--- src/rtl/fft_inplace_sequencer_pkg.sv ---
// fft_inplace_sequencer_pkg: defaults, state encoding and index helpers for the FFT sequencer
package fft_inplace_sequencer_pkg;
  localparam int LOG2N_DEF = 5;
  localparam int PIPE_LAT_DEF = 2;
  localparam logic [2:0] ST_IDLE = 3'd0;
  localparam logic [2:0] ST_LOAD = 3'd1;
  localparam logic [2:0] ST_COMP = 3'd2;
  localparam logic [2:0] ST_DRAIN = 3'd3;
  localparam logic [2:0] ST_OUT = 3'd4;
  function automatic logic [15:0] bitrev(input logic [15:0] v, input int n);
    logic [15:0] r, t;
    r = '0;
    t = v;
    for (int i = 0; i < 16; i++)
      if (i < n) begin
        r = {r[14:0], t[0]};
        t = t >> 1;
      end
    return r;
  endfunction
  function automatic logic parity(input logic [15:0] v);
    return ^v;
  endfunction
  function automatic logic [15:0] ins0(input logic [15:0] v, input int s);
    logic [15:0] m;
    m = (16'd1 << s) - 16'd1;
    return ((v & ~m) << 1) | (v & m);
  endfunction
endpackage

--- src/rtl/fft_wb_delay.sv ---
// fft_wb_delay: DEPTH-stage shift register carrying butterfly write-back controls
module fft_wb_delay #(
  parameter int W = 1,
  parameter int DEPTH = 2
) (
  input logic clk,
  input logic rst,
  input logic [W-1:0] din,
  output logic [W-1:0] dout
);
  logic [W-1:0] sr [DEPTH];
  always_ff @(posedge clk)
    if (rst) sr <= '{default: '0};
    else begin
      sr[0] <= din;
      for (int i = 1; i < DEPTH; i++) sr[i] <= sr[i-1];
    end
  assign dout = sr[DEPTH-1];
endmodule

--- src/rtl/fft_inplace_sequencer.sv ---
// fft_inplace_sequencer: load/butterfly/readout address sequencer for a two-bank in-place radix-2 FFT
module fft_inplace_sequencer
  import fft_inplace_sequencer_pkg::*;
#(
  parameter int LOG2N = LOG2N_DEF,
  parameter int ADDR_W = LOG2N - 1,
  parameter int PIPE_LAT = PIPE_LAT_DEF
) (
  input logic clk,
  input logic rst,
  input logic start,
  input logic valid,
  output logic busy,
  output logic load_done,
  output logic load_bank,
  output logic we_b0,
  output logic we_b1,
  output logic re_b0,
  output logic re_b1,
  output logic [ADDR_W-1:0] waddr_b0,
  output logic [ADDR_W-1:0] waddr_b1,
  output logic [ADDR_W-1:0] raddr_b0,
  output logic [ADDR_W-1:0] raddr_b1,
  output logic swap_rd,
  output logic swap_wr,
  output logic [LOG2N-2:0] tw_idx,
  output logic out_valid,
  output logic done
);
  localparam int N = 1 << LOG2N;
  localparam int H = N / 2;
  localparam int TW = LOG2N - 1;
  localparam int DW = $clog2(PIPE_LAT + 1);
  logic [2:0] state;
  logic [LOG2N-1:0] k, s;
  logic [ADDR_W-1:0] b, p, ld_addr, wb_a0, wb_a1;
  logic [DW-1:0] d;
  logic ld_we0, ld_we1, ld_fire, wb_we, comp, outp, pu;
  logic [15:0] u, l, j;
  always_comb begin
    comp = state == ST_COMP;
    outp = state == ST_OUT;
    ld_fire = state == ST_LOAD && valid;
    u = ins0(16'(b), int'(s));
    l = u | (16'd1 << s);
    pu = parity(u);
    j = bitrev(16'(k), LOG2N);
    busy = state != ST_IDLE;
    re_b0 = comp | outp;
    re_b1 = comp | outp;
    raddr_b0 = outp ? p : comp ? ADDR_W'((pu ? l : u) >> 1) : '0;
    raddr_b1 = outp ? p : comp ? ADDR_W'((pu ? u : l) >> 1) : '0;
    swap_rd = outp ? parity(16'(p)) : comp & pu;
    tw_idx = comp ? TW'((16'(b) & ((16'd1 << s) - 16'd1)) << (LOG2N - 1 - int'(s))) : '0;
    we_b0 = ld_we0 | wb_we;
    we_b1 = ld_we1 | wb_we;
    waddr_b0 = wb_we ? wb_a0 : ld_addr;
    waddr_b1 = wb_we ? wb_a1 : ld_addr;
  end
  fft_wb_delay #(.W(2 * ADDR_W + 2), .DEPTH(PIPE_LAT)) u_wb (
    .clk(clk),
    .rst(rst),
    .din({comp, raddr_b0, raddr_b1, swap_rd}),
    .dout({wb_we, wb_a0, wb_a1, swap_wr})
  );
  always_ff @(posedge clk)
    if (rst) begin
      state <= ST_IDLE;
      k <= '0;
      s <= '0;
      b <= '0;
      p <= '0;
      d <= '0;
      ld_we0 <= 1'b0;
      ld_we1 <= 1'b0;
      ld_addr <= '0;
      load_bank <= 1'b0;
      load_done <= 1'b0;
      out_valid <= 1'b0;
      done <= 1'b0;
    end else begin
      ld_we0 <= ld_fire & ~parity(j);
      ld_we1 <= ld_fire & parity(j);
      ld_addr <= ld_fire ? ADDR_W'(j >> 1) : '0;
      load_bank <= ld_fire & parity(j);
      out_valid <= outp;
      done <= outp && p == ADDR_W'(H - 1);
      case (state)
        ST_IDLE:
          if (start) begin
            state <= ST_LOAD;
            k <= '0;
          end
        ST_LOAD:
          if (valid) begin
            k <= k + LOG2N'(1);
            if (k == LOG2N'(N - 1)) begin
              state <= ST_COMP;
              load_done <= 1'b1;
              s <= '0;
              b <= '0;
            end
          end
        ST_COMP: begin
          b <= b + ADDR_W'(1);
          if (b == ADDR_W'(H - 1)) begin
            state <= ST_DRAIN;
            d <= '0;
          end
        end
        ST_DRAIN: begin
          d <= d + DW'(1);
          if (d == DW'(PIPE_LAT - 1)) begin
            s <= s + LOG2N'(1);
            p <= '0;
            state <= s == LOG2N'(LOG2N - 1) ? ST_OUT : ST_COMP;
          end
        end
        ST_OUT: begin
          p <= p + ADDR_W'(1);
          if (p == ADDR_W'(H - 1)) begin
            state <= ST_IDLE;
            load_done <= 1'b0;
          end
        end
        default: state <= ST_IDLE;
      endcase
    end
endmodule

--- config.mk ---
export PLATFORM = sky130hd
export DESIGN_NAME = fft_inplace_sequencer
export DESIGN_NICKNAME = d
export VERILOG_FILES = /design/src/rtl/fft_inplace_sequencer_pkg.sv /design/src/rtl/fft_wb_delay.sv /design/src/rtl/fft_inplace_sequencer.sv
export SDC_FILE = /design/constraint.sdc
export NUM_CORES = 1
export LEC_CHECK = 0
export ABC_AREA = 1
export CAP_MARGIN = 20
export CORE_MARGIN = 3
export CORE_UTILIZATION = 55
export DETAILED_ROUTE_END_ITERATION = 8
export GPL_TIMING_DRIVEN = 0
export PLACE_DENSITY_LB_ADDON = 0.3
export SLEW_MARGIN = 20
export SYNTH_ARGS = -nofsm -noshare
export SYNTH_HDL_FRONTEND = slang
export SYNTH_SLANG_ARGS = --single-unit
--- constraint.sdc ---
create_clock -name clk -period 3.5 [get_ports clk]
set_clock_uncertainty 0.15 [all_clocks]
set_input_delay 0.525 -clock clk [delete_from_list [all_inputs] [get_ports clk]]
set_output_delay 0.525 -clock clk [all_outputs]
set_load 0.005 [all_outputs]
# Word level (Yosys, flattened, before mapping)

Index checks and enable logic that the tools add are counted.

Input port bits: 4
Word-level logic and storage cells: 111
Output and inout port bits: 31
Register bits: 52

Bitwise gates (word level): 14
Shift operators: 3
Equal/unequal tests: 15
Reductions and logical operators: 21
$add $sub $neg: 8
Mux-type cells: 36

Operators by type and width:

| kind                                               | count |
|---|---|
| parity 16 bit                                      | 3 |
| 2-to-1 mux 4 bit                                   | 10 |
| 2-to-1 mux 5 bit                                   | 7 |
| bitwise AND 4 x 16 -> 16 bit                       | 2 |
| << shifter 1 x 5 -> 16 bit, first input constant   | 2 |
| << shifter 16 x 32 -> 4 bit                        | 1 |
| subtractor 16 x 1 -> 16 bit, second input constant | 2 |
| 2-to-1 mux 3 bit                                   | 7 |
| one-hot mux 5 bit (2 select lines)                 | 2 |
| bitwise OR 16 bit                                  | 1 |
| one-hot mux 4 bit (2 select lines)                 | 2 |
| bitwise AND 4 x 15 -> 15 bit                       | 1 |
| NOT 15 bit                                         | 1 |
| one-hot mux 3 bit (5 select lines)                 | 1 |
| nonzero test 2 bit                                 | 6 |
| adder 5 x 1 -> 5 bit, second input constant        | 2 |
| adder 4 x 1 -> 4 bit, second input constant        | 2 |
| == test 4 bit, second input constant               | 2 |
| AND reduction 4 bit                                | 2 |
| == test 3 x 2 -> 1 bit, second input constant      | 2 |
| != test 2 x 1 -> 1 bit, second input constant      | 3 |
| != test 2 bit, second input constant               | 3 |
| AND reduction 3 bit                                | 2 |
| AND reduction 6 bit                                | 1 |
| other kinds (20)                                   | 30 |

# Longest topological paths before layout

Gate-level depths: netlist of run 1.

Depth after elaboration: 9
Mapped depth: 17
Mapped depth without buffers: 17

# By module

Synthesis of run 1 repeated with hierarchy kept, for this count alone.

Cells, all modules: 404
Area total of the unflattened synthesis: 2,894.0 sq um

By module, submodules not included:

| module                | times used | sequential area each (sq um) | cells an instance | area an instance (sq um) |
|---|---|---|---|---|
| fft_inplace_sequencer | 1          | 640.6                        | 332               | 2,245.9 |
| fft_wb_delay          | 1          | 400.4                        | 72                | 648.1 |

# Worst setup path before layout of run 1

Ideal clock, no wire load.

Kind: register to output
Start point: register s[0]
End point: output port raddr_b0[2]
Path slack: 0.769 ns
Required time: 2.825 ns
Cell stages (with the launch flop): 15
Path buffers: 0
Data arrival time: 2.056 ns
Path through: dfxtp_1 -> clkinv_1 -> ha_1 -> ha_1 -> nand2_1 -> nand3_1 -> nand2_1 -> nand3_1 -> nand2_1 -> inv_1 -> nand2_2 -> nand2_2 -> nand2_4 -> nand4_1 -> nand2_1

Word-level cells in the longest chain between the ends: 9
Elaborated cells on any way between the ends: 12
Classes of those cells: add/sub: 1; shift: 2; mux: 3; bitwise: 5; reduce/logical: 1

RTL lines:

| item                                                     | line                                                         | RTL |
|---|---|---|
| start: declaration                                       | fft_inplace_sequencer.sv:35                                  | `logic [LOG2N-1:0] k, s;` |
| start signal: assignment                                 | fft_inplace_sequencer.sv:114                                 | `s <= s + LOG2N'(1);` |
| << shifter 1 x 5 -> 16 bit                               | fft_inplace_sequencer_pkg.sv:26                              | `m = (16'd1 << s) - 16'd1;` |
| subtractor 16 x 1 -> 16 bit                              | fft_inplace_sequencer_pkg.sv:26                              |  |
| NOT 15 bit                                               | fft_inplace_sequencer_pkg.sv:27                              | `return ((v & ~m) << 1) \| (v & m);` |
| bitwise AND 4 x 15 -> 15 bit                             | fft_inplace_sequencer_pkg.sv:27                              |  |
| bitwise OR 16 bit                                        | fft_inplace_sequencer_pkg.sv:27                              |  |
| parity 16 bit / bitwise OR 5 bit (equally long branches) | fft_inplace_sequencer_pkg.sv:22, fft_inplace_sequencer.sv:45 |  |
| 2-to-1 mux 5 bit *                                       | fft_inplace_sequencer.sv:51                                  | `raddr_b0 = outp ? p : comp ? ADDR_W'((pu ? l : u) >> 1) : '0;` |
| 2-to-1 mux 4 bit * (2 in a row)                          | fft_inplace_sequencer.sv:51                                  |  |
| end: declaration                                         | fft_inplace_sequencer.sv:22                                  | `output logic [ADDR_W-1:0] raddr_b0,` |

Every way passes the cells marked *; elsewhere a longest branch is shown, timed or not.

# Final worst setup path of run 1

Start point: register s[0]
End point: output port raddr_b0[0]

The elaborated chain is that of the path after synthesis.

==> run_results.csv, run 1 <==
group,metric,value,unit
synthesis,yosysSeqAreaShare,39.0,%
clocking,postCtsHoldBufs,0,
floorplanning,ioPinCount,35,
floorplanning,die_y,75.7,um
routing,num_vias,2526,
critical_path,critPathKind,"flop to primary output",
synthesis,syn_avg_cell_area,7.03,um2
critical_path,critPathMostFrequentCell,"nand3_2",
clocking,clkSinkCount,52,
floorplanning,initial_core_util,58.9,%
power,leakagePower,1.49,nW
layout,synthToLayoutAreaGrowth,24.9,%
floorplanning,core_area,4530,um2
sta,relSlewSlack,65.1,%
synthesis,synth.top_cells.by_count,"nand2_1, dfxtp_1, inv_1",
place,post-dp-hpwl,4450,um
synthesis,syn_inst,380,
layout,fin_area,3340,um2
layout,diodes,0,
sta,slew_viol_final,0,
synthesis,ys_ff_latch,52,
critical_path,cp.required,2820,ps
floorplanning,die_x,75.7,um
clocking,cts_root_buf,"clkbuf_8",
outcome,status,"finished clean",
sta,max_freq,291,MHz
floorplanning,rows,24,
sta,finalCritPeriodShare,98.0,%
place,io_buffers,33,
routing,drtPass1Iterations,4,
global_route,antenna_found_initial,0,
routing,routed_via_density,5.13,
synthesis,synth.cell_area,2670,um2
clocking,insertion_delay,300,ps
clocking,cts_tree,"built",
critical_path,cp_max_fo,10,
sta,tightest_slew,519,ps
routing,routed_wl,5950,um
synthesis,synth.most_common_cell,"nand2_1",
clocking,clockBufferDepth,2,
global_route,grt_pass1_wl,9710,um
synthesis,synth_edf_count,0,
synthesis,synth_top_area_share,39.0,%
sta,hold_viol_final,0,
global_route,grt_max_degree,16,
flow_run,cap_violations,0,
layout,final_nets,444,
power,total_power,0.00134,W
critical_path,max_stage_delay,500,ps
critical_path,cp.arrival,2760,ps
place,place_area,3080,um2
critical_path,critPathLaunchType,"flop",
min_path,hold_class,"flop to flop",
synthesis,yosys-top-cells-area,"dfxtp_1, nand2_1, inv_1, ha_1, nor2_1",
global_route,grt_pass1_vias,2325,
clocking,cts_made_buffers,5,
critical_path,worstPathCellList,"inv_8 -> ha_4 -> ha_2 -> o21ai_0 -> nand3_2 -> nand3_2 -> nand2_2 -> nand3_2 -> nand2_2 -> nand2_4 -> nand4_1 -> nand2_1 -> clkdlybuf4s50_1",
clocking,htreeDepth,2,
routing,drt_iter0_drc,171,
routing,post_drt_wl_per_cell,12.1,um
synthesis,postSynth.asyncResetShare,0,%
synthesis,yosysTopAreaCell,"dfxtp_1",
synthesis,synth_nets,398,
clocking,clk_pin_slew,90,ps
place,place_congestion,0.859,
floorplanning,die-area,5730,um2
critical_path,cp-end-kind,"primary output",
sta,final-setup-viol-count,0,
routing,drc,0,
critical_path,cp_slowest_cell,"clkdlybuf4s50_1",
sta,finalCriticalPeriod,3430,ps
layout,layout-drive-gt1-share,12.4,%
synthesis,synth_warnings,0,
power,vdd_drop_max,0.000302,V
synthesis,ys.flop_type,"dfxtp_1",
synthesis,synth.distinct_cells,35,
power,p_per_area,403,nW/um2
routing,drtAntennaViolNets,0,
global_route,grt_util_all_layers,21.5,%
global_route,gr-total-overflow,0,
-- metrics by stage --
step | setup slack [ps] | util, % | hold slack [ps] | instances | setup TNS [ps]
final | 69.4 | 73.6 | 247 | 492 | 0
after global routing | -64.8 | 73.6 | 275 | 492 | -183
after CTS | 21.6 | 71.2 | 251 | 489 | 0
after detailed placement | -93.7 | 68.0 | 243 | 478 | -499
after global placement | -71.5 | 68.0 | 241 | 478 | -340
after floorplan | 769 | - | 238 | 380 | 0
-- area by class of cell --
type                    instances  area (um2)
flip-flops and latches         52        1050
clock buffers                   7        86.3
plain buffers                   9        37.5
well taps                      65        81.3
repair buffers                 39         400
inverters                      56         218
fillers                       337        1200
clock inverters                 1        7.51
multi-input cells             263        1460
-- placed cells by master, fill, tap and decap left out, types with 3 or more instances in the layout --
cell	netlist	layout
a211oi_1	3	3
a21oi_1	29	29
buf_4	1	6
clkbuf_1	8	9
clkbuf_8	0	6
clkdlybuf4s50_1	0	28
dfxtp_1	52	49
dlymetal6s2s_1	0	5
ha_1	14	11
inv_1	52	50
inv_2	2	5
nand2_1	89	84
nand2_2	5	9
nand3_1	17	13
nand3_2	4	7
nand4_1	7	7
nor2_1	42	41
nor3_1	12	11
o21ai_0	14	14
o31ai_1	3	3
xor2_1	4	4
-- where the power goes --
| part | internal [W] | switching, W | leakage (nW) |
|---|---|---|---|
| combinational | 0.000132 | 0.000213 | 1.03 |
| clock | 0.000161 | 0.000189 | 0.0445 |
| sequential | 0.000621 | 0.0000274 | 0.422 |
| total | 0.000914 | 0.000430 | 1.49 |
-- per-layer routing --
metal / track usage, % / up-vias / part of all wire (%)
met4: 5.63 / 0 / 1.3
met2: 39.5 / 59 / 53
li1: - / 1319 / -
met3: 3.83 / 8 / 3.6
met1: 25.8 / 1140 / 42
met5: 0 / - / 0
-- critical path: cells and delay by family (launching register included) --
kind                     cells  cell delay, ps
AND/OR/NAND/NOR              8             840
buffers and inverters        2             560
flip-flops                   1             400
adder cells (fa/ha/maj)      2             370
AO/OA/AOI/OAI                1             300
-- state kept, by name, indices dropped and copies added (netlist names) --
name	flops
ld_addr	4
load_done	1
u_wb.sr	10
ld_we1	1
p	4
s	5
state	3
done	1
k	5
out_valid	1
b	4
u_wb.dout	10
d	2
ld_we0	1
-- timing repair --
| item | 4_1_cts | 5_1_grt |
|---|---|---|
| setup endpoints to repair | 12 | 12 |
| buffers inserted | 3 | 3 |
| hold endpoints to repair | 0 | 0 |
| resized for setup | 7 | 26 |
| pin swaps | 1 | 4 |
-- path summary, 6_finish.rpt --
kind	startpoint	to	slack [ps]	cells past startpoint
min reg2reg	u_wb.sr[19]$_SDFF_PP0_	u_wb.dout[9]$_SDFF_PP0_	250	2
max reg2reg	s[0]$_SDFFE_PP0P_	u_wb.sr[15]$_SDFF_PP0_	1160	13
min	u_wb.sr[19]$_SDFF_PP0_	u_wb.dout[9]$_SDFF_PP0_	250	2
max	s[0]$_SDFFE_PP0P_	raddr_b0[0]	70	13
-- kinds of logic after synthesis --
kind of cell             Yosys count  share of synthesized area (%)
AO/OA/AOI/OAI                     58                           12.2
XOR/XNOR                           6                           1.97
adder cells (fa/ha/maj)           14                           6.55
buffers and inverters             65                           9.27
flip-flops                        52                           39.0
AND/OR/NAND/NOR                  185                           31.0
(Power assumes the default switching activity.)
==> run 2, diff against run 1 <==
--- a/config.mk
+++ b/config.mk
@@ -9,6 +9,7 @@
 export CAP_MARGIN = 20
 export CORE_MARGIN = 3
 export CORE_UTILIZATION = 55
+export CTS_CLUSTER_DIAMETER = 30
 export DETAILED_ROUTE_END_ITERATION = 8
 export GPL_TIMING_DRIVEN = 0
 export PLACE_DENSITY_LB_ADDON = 0.3
==> results of run 2 <==
Same layout as run 1: the final DEF is identical, and so are final timing and power.
==> patch 1: new RTL, config.mk and constraints of run 2 <==
Make the reset (`rst`) asynchronous in 2 clocked blocks.
--- a/src/rtl/fft_wb_delay.sv
+++ b/src/rtl/fft_wb_delay.sv
@@ -11,3 +11,3 @@
   logic [W-1:0] sr [DEPTH];
-  always_ff @(posedge clk)
+  always_ff @(posedge clk or posedge rst)
     if (rst) sr <= '{default: '0};
--- a/src/rtl/fft_inplace_sequencer.sv
+++ b/src/rtl/fft_inplace_sequencer.sv
@@ -65,3 +65,3 @@
   );
-  always_ff @(posedge clk)
+  always_ff @(posedge clk or posedge rst)
     if (rst) begin
Behaviour: differs if rst is asserted again (counterexample within 4 cycles, from zero or initial values and one cycle with rst high); with rst held inactive, the same outputs for 10 cycles.
==> patch 1 against run 2 <==
  * Sequential cell count unchanged
  * Routed wire length down 4.3%
  * Register-to-register slack better by 70 ps
  * Synthesized area up 4.4%
  * Worst setup slack better by 170 ps
  * Design area up 3.0%
  * First-iteration DRC count down 33%
  * Synthesized cell count down 13%
  * Fmax up 5.1%
  * Largest cell class unchanged
Power is not compared: it rests on default switching activity, and its combinational part moved more than twofold at a synthesized area within 25%.
==> patch 1: results (changes against run 2) <==
Largest net degree at the start of global routing: 29 (+13)
Async set-reset flop share out of synthesis: 1.000 (+1.000)
Commonest cells in the netlist: nand2_1 (74), dfrtp_1 (52), inv_1 (43)
Pleak: 1.770 nW
Worst-Margin Slew: 542.9 ps (+23.71 ps)
Initial antenna violation count: 0 (unchanged)
Post-Syn Nets: 347 (-13%)
Global-route wire length before repair: 9.956 mm (+2.6%)
DRT Pass-1 Iters: 4 (unchanged)
Final GP Congestion: 0.9141 (+6.4%)
Wirelength per Cell: 12.93 um (+7.0%)
Via density: 5.284 (+2.9%)
HPWL after DPL: 4.284 mm (-3.7%)
Share of cells above drive strength 1: 0.1448 (+0.02065)
All-layer global routing usage: 0.2071 (-0.008411)
Synthesized cell area: 0.002791 mm2 (+4.4%)
Top cells by area, synth: dfrtp_1 (47%), nand2_1 (10%), ha_1 (6.3%), inv_1 (5.8%), nor2_1 (4.0%)
Seq/Total Area, Yosys: 0.4662 (+0.07665)
Clock-pin slew on the worst setup and hold paths: 80 ps
Critical path peak fanout: 7 (-3)
DR iter-0 viols: 114 (-33%)
Port Buffers: 34 (+3.0%)
Fin nets: 391 (-12%)
Synth cell types: 31 (-11%)
Dpl cell area: 0.003236 mm2 (+4.9%)
Vias in the first global route: 2249 (-3.3%)
Clock Latency Late Sink: 310 ps
Status: finished clean
Arrival @ worst endpoint: 2590 ps (-170 ps)
CTS Buffer Depth: 2 (unchanged)
Yosys top cell area share: 0.4662 (+0.07665)
Max stage delay on crit path: 370 ps (-130 ps)
H-tree depth: 2 (unchanged)
patch 1: cell count changes in the layout (fill, tap and decap cells not counted), sizes merged, moves of 6 or more:
cell         before  now
dlygate4sd2       0    6
nor3             13    4
nor2             44   33
inv              56   47
dfrtp             0   52
o21ai            15   24
a21oi            30   15
clkbuf           15    7
dfxtp            52    0
nand2            95   83
patch 1: layer usage:
layer  wire, um  vias up  share of wire  global-route usage
li1           -     1160              -                   -
met1       2428     1090           0.43              0.2583
met2       2826       56           0.50              0.3515
met3        240       19          0.042             0.03638
met4        193        0          0.034             0.09075
met5          0        -              0                   0
patch 1: cells by family (layout without fill, tap and decap cells):
family	after synthesis	count (layout)	share of synthesized area
compound gates	52	52	0.1103
xor+xnor	6	6	0.01883
fa+ha+maj	14	14	0.06275
buf+inv	51	95	0.07126
flops	52	52	0.4662
simple gates	154	154	0.2707
patch 1: worst max-delay path: cells and delay by family (launching register included):
kind,cells,cell delay (ps)
adder cells (fa/ha/maj),2,350
buffers and inverters,3,450
flip-flops,1,370
AND/OR/NAND/NOR,13,1110
patch 1: metrics by stage:
stage          setup WS, ps  std cells
2_1_floorplan         611.4        329
3_5_place_dp         -239.5        431
4_1_cts               4.454        440
5_1_grt               49.26        440
6_report              235.4        440
3_3_place_gp         -200.1        430
patch 1: where the power goes:
| group | internal (W) | switching [W] | total, W |
|---|---|---|---|
| Combinational | 0.000751 | 0.00105 | 0.00180 |
| Clock | 0.000281 | 0.000185 | 0.000467 |
| Sequential | 0.000769 | 0.000109 | 0.000878 |
| Total | 0.00180 | 0.00134 | 0.00315 |
patch 1: area by class of cell:
cell class | count | area (um2)
Buffer | 4 | 32.53
Inverter | 47 | 176.4
Timing Repair Buffer | 37 | 375.4
Tap cell | 67 | 83.83
Clock buffer | 5 | 68.82
Clock inverter | 2 | 60.06
Multi-Input combinational cell | 226 | 1339
Fill cell | 396 | 1380
Sequential cell | 52 | 1301
patch 1: path summary, 6_finish.rpt:
check                                           start                endpoint  slack [ps]  cells past startpoint
max in group asynchronous                         rst   u_wb.sr[10]$_DFF_PP0_        2210                      3
worst min register to register  u_wb.sr[15]$_DFF_PP0_  u_wb.dout[5]$_DFF_PP0_         200                      0
worst min-delay path            u_wb.sr[15]$_DFF_PP0_  u_wb.dout[5]$_DFF_PP0_         200                      0
worst max-delay path                 s[0]$_DFFE_PP0P_             raddr_b0[0]         240                     18
worst max register to register       s[0]$_DFFE_PP0P_   u_wb.sr[16]$_DFF_PP0_        1230                     17
min in group asynchronous                         rst    state[2]$_DFFE_PP0P_         450                      2
patch 1: timing repair:
item | CTS | global route
gates resized for setup | 19 | 7
setup buffers | 2 | 0
pin swaps | 1 | 0
endpoints found under the setup margin | 12 | 3
cloned | 0 | 0
==> patch 2: new RTL, settings of run 2 <==
Without the edit above. Set the package constant `PIPE_LAT_DEF` to 1 (it was 2).
--- a/src/rtl/fft_inplace_sequencer_pkg.sv
+++ b/src/rtl/fft_inplace_sequencer_pkg.sv
@@ -3,3 +3,3 @@
   localparam int LOG2N_DEF = 5;
-  localparam int PIPE_LAT_DEF = 2;
+  localparam int PIPE_LAT_DEF = 1;
   localparam logic [2:0] ST_IDLE = 3'd0;
Function: same outputs for any inputs over 10 cycles, from zero or initial values and one cycle with rst high; that may be too few to reach the edited logic, so the function may still have changed.
==> patch 2 against run 2 <==
  * Non-clock buffer count decreased by 2
  * Synthesized area decreased by 9.5%
  * Routed wire length increased by 3.8%
  * Power increased by 18%
  * Sequential share of layout area decreased by 4.6 points
  * Synthesized cell count decreased by 9.2%
  * Design area decreased by 7.3%
  * Critical path depth increased by 4
  * Sequential cell count decreased by 11
  * Worst setup slack improved by 67 ps
  * Critical endpoint unchanged
==> patch 2: results (changes against run 2) <==
Via density: 5.542 (+7.9%)
Top cells by area, synth: dfxtp_1 (34%), nand2_1 (14%), ha_1 (6.7%), inv_1 (6.2%), nor2_1 (5.4%)
Pleak: 1.370 nW (-8.2%)
Post-detailed-routing wire length: 6.169 mm (+3.8%)
Seq/Total Area, Yosys: 0.3394 (-0.05014)
Vias in the first global route: 2165 (-6.9%)
Dpl cell area: 0.002821 mm2 (-8.5%)
Final GP Congestion: 0.8971 (+4.4%)
Synthesis Warnings: 0 (unchanged)
Fin nets: 409 (-7.9%)
Maximum vdd drop: 387.4 uV (+28%)
Worst slew margin: 0.4987 (-0.1525)
Global-route wire length before repair: 9.729 mm (+0.22%)
HP Start: k[2]$_SDFFE_PP0P_
Pre-CTS setup slack: 39.61 ps (+133.3 ps)
Post-Syn Nets: 362 (-9.0%)
HPWL after DPL: 4.459 mm (+0.22%)
Share of cells above drive strength 1: 0.1578 (+0.03364)
All-layer global routing usage: 0.2357 (+0.02022)
Critical path peak fanout: 5 (-5)
Finished Layout Cells: 443 (-10%)
Placed cells: 429 (-10%)
Sw Pwr: 0.0005674 W (+32%)
Period minus WS final: 3364 ps (-66.64 ps)
Port Buffers: 34 (+3.0%)
Reg-to-reg slack, setup: 1310 ps (+150 ps)
RR Endpoint: u_wb.dout[7]$_SDFF_PP0_
DR iter-0 viols: 233 (+36%)
Post-Syn Instances: 345 (-9.2%)
Status: finished clean
Hold Path End: ld_addr[1]$_SDFF_PP0_
Largest net degree at the start of global routing: 15 (-1)
Commonest cells in the netlist: nand2_1 (87), dfxtp_1 (41), inv_1 (40)
Arrival @ worst endpoint: 2690 ps (-70 ps)
DRT Pass-1 Iters: 6 (+2)
R2R depth: 16 (+3)
==> patch 2: worst max-delay path by stage <==
stage	start	to	cells after the start
finish	s[0]$_SDFFE_PP0P_	raddr_b0[0]	17
global route	s[0]$_SDFFE_PP0P_	raddr_b0[0]	17
CTS	s[0]$_SDFFE_PP0P_	raddr_b0[2]	15
detailed placement	s[0]$_SDFFE_PP0P_	raddr_b0[2]	15
global placement	s[0]$_SDFFE_PP0P_	raddr_b0[1]	15
floorplan	s[0]$_SDFFE_PP0P_	raddr_b0[2]	14
==> patch 2: power groups by stage <==
stage	clock, W	combinational (W)	sequential [W]
final	0.000468	0.000577	0.000537
after global routing	0.000491	0.000636	0.000542
after CTS	0.000468	0.000525	0.000533
after detailed placement	0	0.000500	0.000543
after global placement	0	0.000487	0.000542
after floorplan	0	0.000358	0.000535
==> patch 2: area by class of cell <==
class | instances | area (um2)
sequential | 41 | 827.0
inverter | 43 | 166.4
multi-input combinational | 255 | 1469
fill | 306 | 1022
tap | 50 | 62.56
buffer | 6 | 27.53
clock buffer | 5 | 68.82
timing repair buffer | 40 | 402.9
clock inverter | 3 | 68.82
==> patch 2: cell families (layout without fill, tap and decap cells) <==
logic type / count (synthesis) / after routing / share of synthesized area
DFF: 41 / 41 / 0.3394
and+or+nand+nor: 178 / 178 / 0.3487
buffers and inverters: 49 / 97 / 0.07811
adders and majority gates: 13 / 13 / 0.06725
xor gates and xnor gates: 5 / 5 / 0.01811
AOI/OAI and AO/OA: 59 / 59 / 0.1485
==> patch 2: metal layers <==
layer	global-route usage	wire length (um)
met3	0.04709	465
met1	0.3198	2679
met2	0.3751	2891
met4	0.07724	131
met5	0	0
==> patch 2: critical path, cell delays in order, from the launching register on <==
cell and delay, ps:
dfxtp_4 400, inv_4 60, ha_4 180, ha_4 170, inv_1 70, nand3_2 110, nand3_2 130, nand2_1 70
nand2_1 50, nand3_1 80, nand2_1 90, nand2_2 60, nand2_2 100, nand2_4 70, nand2_4 100, nand3_2 80
nand2_1 70, clkdlybuf4s50_1 490
==> patch 2: timing repair <==
| action | CTS | global route |
|---|---|---|
| buffers inserted | 0 | 6 |
| setup endpoints to repair | 9 | 9 |
| pin swaps | 0 | 5 |
| resized for setup | 7 | 15 |
| hold buffers | 0 | 0 |
| gates cloned | 0 | 0 |
==> patch 2: metrics by stage <==
step / setup TNS, ps / hold WS (ps) / util
2_1_floorplan: 0 / 297.4 / -
3_3_place_gp: 0 / 331.5 / 0.6856
3_5_place_dp: 0 / 328.7 / 0.6856
4_1_cts: 0 / 345.3 / 0.7261
5_1_grt: -16.34 / 390.1 / 0.7516
6_report: 0 / 346.5 / 0.7516
